<file path="config.mk">
export PLATFORM = sky130hd
export DESIGN_NAME = br_local_arbiter
export DESIGN_NICKNAME = d
export VERILOG_FILES = /design/src/rtl/br_local_arbiter.sv
export SDC_FILE = /design/constraint.sdc
export NUM_CORES = 1
export LEC_CHECK = 0
export CORE_MARGIN = 2
export CORE_UTILIZATION = 65
export CTS_BUF_LIST = sky130_fd_sc_hd__clkbuf_4 sky130_fd_sc_hd__clkbuf_8 sky130_fd_sc_hd__clkbuf_16
export DETAILED_ROUTE_END_ITERATION = 8
export DONT_BUFFER_PORTS = 1
export PLACE_DENSITY = 0.81
export SLEW_MARGIN = 10
export SYNTH_ARGS = -nofsm -noshare
export SYNTH_HDL_FRONTEND = slang
export SYNTH_SLANG_ARGS = --single-unit
</file>
<file path="constraint.sdc">
create_clock -name clk_i -period 5.2 [get_ports clk_i]
set_input_delay 1.04 -clock clk_i [delete_from_list [all_inputs] [get_ports clk_i]]
set_output_delay 1.04 -clock clk_i [all_outputs]
set_load 0.01 [all_outputs]
</file>
<file path="src/rtl/br_local_arbiter.sv">
// Round-robin arbiter sharing one router LOCAL injection port among N_REQ on-tile sources.
// Optional strict priority for requester 0 when BR_ARB_PRIO0_EN is defined.
package br_local_arbiter_pkg;
    localparam int BR_DATA_W = 16;
    typedef logic [BR_DATA_W-1:0] br_data_t;
endpackage

module br_local_arbiter
    import br_local_arbiter_pkg::*;
#(
    parameter int N_REQ   = 4,
    parameter int GRANT_W = $clog2(N_REQ)
) (
    input  logic                   clk_i,
    input  logic                   rst_ni,
    input  br_data_t [N_REQ-1:0]   src_flit_i,
    input  logic [N_REQ-1:0]       src_req_i,
    output logic [N_REQ-1:0]       src_ack_o,
    output br_data_t               rt_flit_o,
    output logic                   rt_req_o,
    input  logic                   rt_ack_i,
    input  logic                   rt_busy_i,
    output logic [GRANT_W-1:0]     grant_o,
    output logic                   active_o
);

    typedef enum logic [1:0] {
        IDLE = 2'd0,
        REQ  = 2'd1,
        ACK  = 2'd2,
        REL  = 2'd3
    } state_t;

    localparam int IDX_W = GRANT_W + 1;
    localparam logic [GRANT_W-1:0] LAST_IDX = GRANT_W'(N_REQ - 1);

    state_t             state_q, state_d;
    logic               rt_req_q, rt_req_d;
    logic [N_REQ-1:0]   src_ack_q, src_ack_d;
    logic [GRANT_W-1:0] grant_q, grant_d;
    logic [GRANT_W-1:0] rr_ptr_q, rr_ptr_d;
    br_data_t           flit_q, flit_d;

    logic [GRANT_W-1:0] cand_idx [N_REQ];
    logic [GRANT_W-1:0] rr_winner;
    logic [GRANT_W-1:0] win_idx;
    logic [GRANT_W-1:0] grant_inc;
    logic               any_req;

    // Candidate order starting at rr_ptr; the wrap uses an explicit compare so
    // non-power-of-two N_REQ rotates correctly.
    genvar gi;
    generate
        for (gi = 0; gi < N_REQ; gi++) begin : g_cand
            logic [IDX_W-1:0] sum;
            assign sum = {1'b0, rr_ptr_q} + IDX_W'(gi);
            assign cand_idx[gi] = (sum >= IDX_W'(N_REQ)) ? GRANT_W'(sum - IDX_W'(N_REQ))
                                                         : GRANT_W'(sum);
        end
    endgenerate

    always_comb begin
        rr_winner = '0;
        for (int i = N_REQ - 1; i >= 0; i--) begin
            if (src_req_i[cand_idx[i]]) begin
                rr_winner = cand_idx[i];
            end
        end
    end

    assign any_req   = |src_req_i;
    assign grant_inc = (grant_q == LAST_IDX) ? '0 : grant_q + 1'b1;

`ifdef BR_ARB_PRIO0_EN
    assign win_idx = src_req_i[0] ? '0 : rr_winner;
`else
    assign win_idx = rr_winner;
`endif

    always_comb begin
        state_d   = state_q;
        rt_req_d  = rt_req_q;
        src_ack_d = src_ack_q;
        grant_d   = grant_q;
        rr_ptr_d  = rr_ptr_q;
        flit_d    = flit_q;
        unique case (state_q)
            IDLE: begin
                if (any_req && !rt_busy_i) begin
                    grant_d  = win_idx;
                    flit_d   = src_flit_i[win_idx];
                    rt_req_d = 1'b1;
                    state_d  = REQ;
                end
            end
            REQ: begin
                // The granted source's req is not watched here: the latched flit
                // is delivered even if the source withdrew early.
                if (rt_ack_i) begin
                    src_ack_d          = '0;
                    src_ack_d[grant_q] = 1'b1;
                    state_d            = ACK;
                end
            end
            ACK: begin
                if (!src_req_i[grant_q]) begin
                    rt_req_d  = 1'b0;
                    src_ack_d = '0;
                    state_d   = REL;
                end
            end
            REL: begin
                if (!rt_ack_i) begin
`ifdef BR_ARB_PRIO0_EN
                    if (grant_q != '0) begin
                        rr_ptr_d = grant_inc;
                    end
`else
                    rr_ptr_d = grant_inc;
`endif
                    state_d = IDLE;
                end
            end
            default: state_d = IDLE;
        endcase
    end

    always_ff @(posedge clk_i or negedge rst_ni) begin
        if (!rst_ni) begin
            state_q   <= IDLE;
            rt_req_q  <= 1'b0;
            src_ack_q <= '0;
            grant_q   <= '0;
            rr_ptr_q  <= '0;
            flit_q    <= '0;
        end else begin
            state_q   <= state_d;
            rt_req_q  <= rt_req_d;
            src_ack_q <= src_ack_d;
            grant_q   <= grant_d;
            rr_ptr_q  <= rr_ptr_d;
            flit_q    <= flit_d;
        end
    end

    assign src_ack_o = src_ack_q;
    assign rt_flit_o = flit_q;
    assign rt_req_o  = rt_req_q;
    assign grant_o   = grant_q;
    assign active_o  = (state_q != IDLE);

endmodule

</file>
==> qor.csv <==
metric,value,unit
antenna_cells,0,
cts_setup_buffers,0,
synth_commonest_cells,"mux2i_1, nand2_1, dfrtp_1, o221ai_1",
numCtsBuffers,3,
root_buffer,clkbuf_4,
ir_drop,0.000401,V
ys_ff_latch,27,
drive_above_1_share,6.37,%
final-seq-area,676,sq um
critPathLaunchType,input port,
synth_fp_nets,242,
powerDensity,551,mW/mm^2
setup_tns,0,ns
synthTopCellsByArea,"dfrtp_1, mux2i_1, o221ai_1",
coreArea,0.00248,sq mm
multi_input_area,921,sq um
cpPeakStageDelay,0.58,ns
die_h,55.0,um
fin_crit_sh,47.6,%
initial_utilization,68.3,%
ctsHoldBuffers,0,
total_power,0.928,mW
finalMaxSlewViolations,0,
netlist_instances,162,
dp_cells,183,
synthFlopType,dfrtp_1,
vias_per_cell,6.74,
worstHoldPathType,input port to async pin,
die_w,55.0,um
status,"finished, final reports clean",
cts_resized,0,
crit_slowest_cell,or2_1,
clk_pin_slew,0.15,ns
fin_skew,0.00130,ns
required,5.38,ns
finalHoldViolCount,0,
grt_antenna_before_repair,0,
syn_to_final_growth,-0.517,%
grt_max_degree,34,
pin_count,96,
grt_pass1_wl,5200,um
postRouteAntennaNets,0,
path_buf_inv,0,
post_dp_cell_area,0.00166,sq mm
route.detailed.drc,0,
rsz0062_at_grt,no,
critical_path.top_delay_family,simple AND/OR/NAND/NOR gates,
port_buffers,0,
n_fill_cell,201,
ys_seq_area_share,39.9,%
vias,1260,
synth_top_area_cell,dfrtp_1,
pre_cts_slack,2.35,ns
routedWlPerCell,20.0,um
drtIter0Drc,28,
maxCapViolations,0,
cts_buffer_depth,2,
worst-path-max-fanout,20,
place_hpwl,2840,um
nets,238,
grt_overflow_total,0,
ys_warn_count,0,
synth_enable_flop_cells,0,
setup_ws,2.72,ns
wl,3730,um
maxSlewHeadroom,42.4,%
drt_pass1_iterations,4,
syn_area,0.00169,sq mm
grt_usage,24.9,%
syn-mean-instance-area,10.4,sq um
stdcell_area,0.00168,sq mm
layout.cells.non_filler,187,
synth.top_cell.area_share,39.9,%
clock_sinks,27,
grt_pass1_vias,1112,
postSynth.asyncResetShare,100,%
insertion_delay,0.32,ns
yosysMostFrequentCell,mux2i_1,
cts_tree,built,
htreeDepth,1,
crit_type,input port to flop,
tightest_slew,0.864,ns
post-route-min-period,2.48,ns
crit_arrival,2.66,ns
rows,18,
power.leakage,0.829,nW
setup_viol,0,
gp_congestion,0.793,
max_freq,404,MHz
dieArea,0.00303,sq mm
end_kind,flop,
yosysUniqueCellTypes,26,
crit_chain,nor2_1 -> a21oi_2 -> nand2_1 -> or2_1 -> o221ai_1,
==> final timing paths <==
path                              startpoint       endpoint  slack [ns]  cells after the start
worst max-delay path            src_req_i[1]   rt_flit_o[2]        2.72                      5
worst min-delay path                  rst_ni       rt_req_o        0.38                      0
min in group clk_i               rr_ptr_q[0]    rr_ptr_q[0]        0.58                      2
worst max register to register    state_q[0]   rt_flit_o[2]        3.03                      5
max in group asynchronous             rst_ni  rt_flit_o[14]        4.75                      0
worst min register to register   rr_ptr_q[0]    rr_ptr_q[0]        0.58                      2
==> cells in the final DEF, fill, tap and decap left out, types with 2 or more instances in the layout <==
| master | instances |
|---|---|
| mux2i_1 | 34 |
| nand2_1 | 28 |
| dfrtp_1 | 27 |
| o221ai_1 | 16 |
| o21ai_0 | 8 |
| ha_1 | 8 |
| inv_1 | 6 |
| nand2b_1 | 6 |
| nor2_1 | 3 |
| clkbuf_4 | 3 |
| a21oi_2 | 2 |
| a21oi_1 | 2 |
==> per-stage QoR <==
step                hold slack, ns  utilization [%]
global placement             0.532             66.9
CTS                          0.374             68.0
detailed placement           0.546             66.9
global route                 0.350             68.0
floorplan                    0.504                -
finish                       0.383             68.0
==> registers in the layout, summed over array words and instances (netlist names) <==
name and count:
grant_o 2, src_ack_o 4, rt_req_o 1, rr_ptr_q 2
state_q 2, rt_flit_o 16
==> layout make-up <==
cell class	count	area share, %
multi-input cells	120	54.7
clock buffers	3	1.34
well taps	30	2.23
inverters	6	1.34
clock inverters	1	0.297
flip-flops and latches	27	40.1
==> per-layer routing <==
metal	vias up	GRT usage (%)	share of wire, %
met5	-	0	0
met4	0	9.35	1.3
met3	6	5.91	8.6
met2	79	40.5	50
met1	595	32.2	40
li1	580	-	-
==> where the power goes <==
part           total [mW]  internal (mW)  switching, mW  leakage, nW
clock network      0.0922         0.0289         0.0633       0.0177
registers           0.435          0.307          0.128        0.338
logic               0.400          0.183          0.217        0.473
==> kinds of logic after synthesis <==
kind of cell	after synthesis	synth area share, %
compound gates	33	14.5
fa+ha+maj	8	5.91
buf+inv	15	5.76
flops	27	39.9
mux	37	22.8
simple gates	42	11.2
==> worst reg2reg max path, delay by kind of cell, from the launching register on <==
| family | cells | cell delay [ns] |
|---|---|---|
| flops | 1 | 0.42 |
| fa+ha+maj | 1 | 0.25 |
| simple gates | 2 | 1.06 |
| buf+inv | 1 | 0.09 |
| compound gates | 1 | 0.22 |
Power figures use the tool's default switching activity.
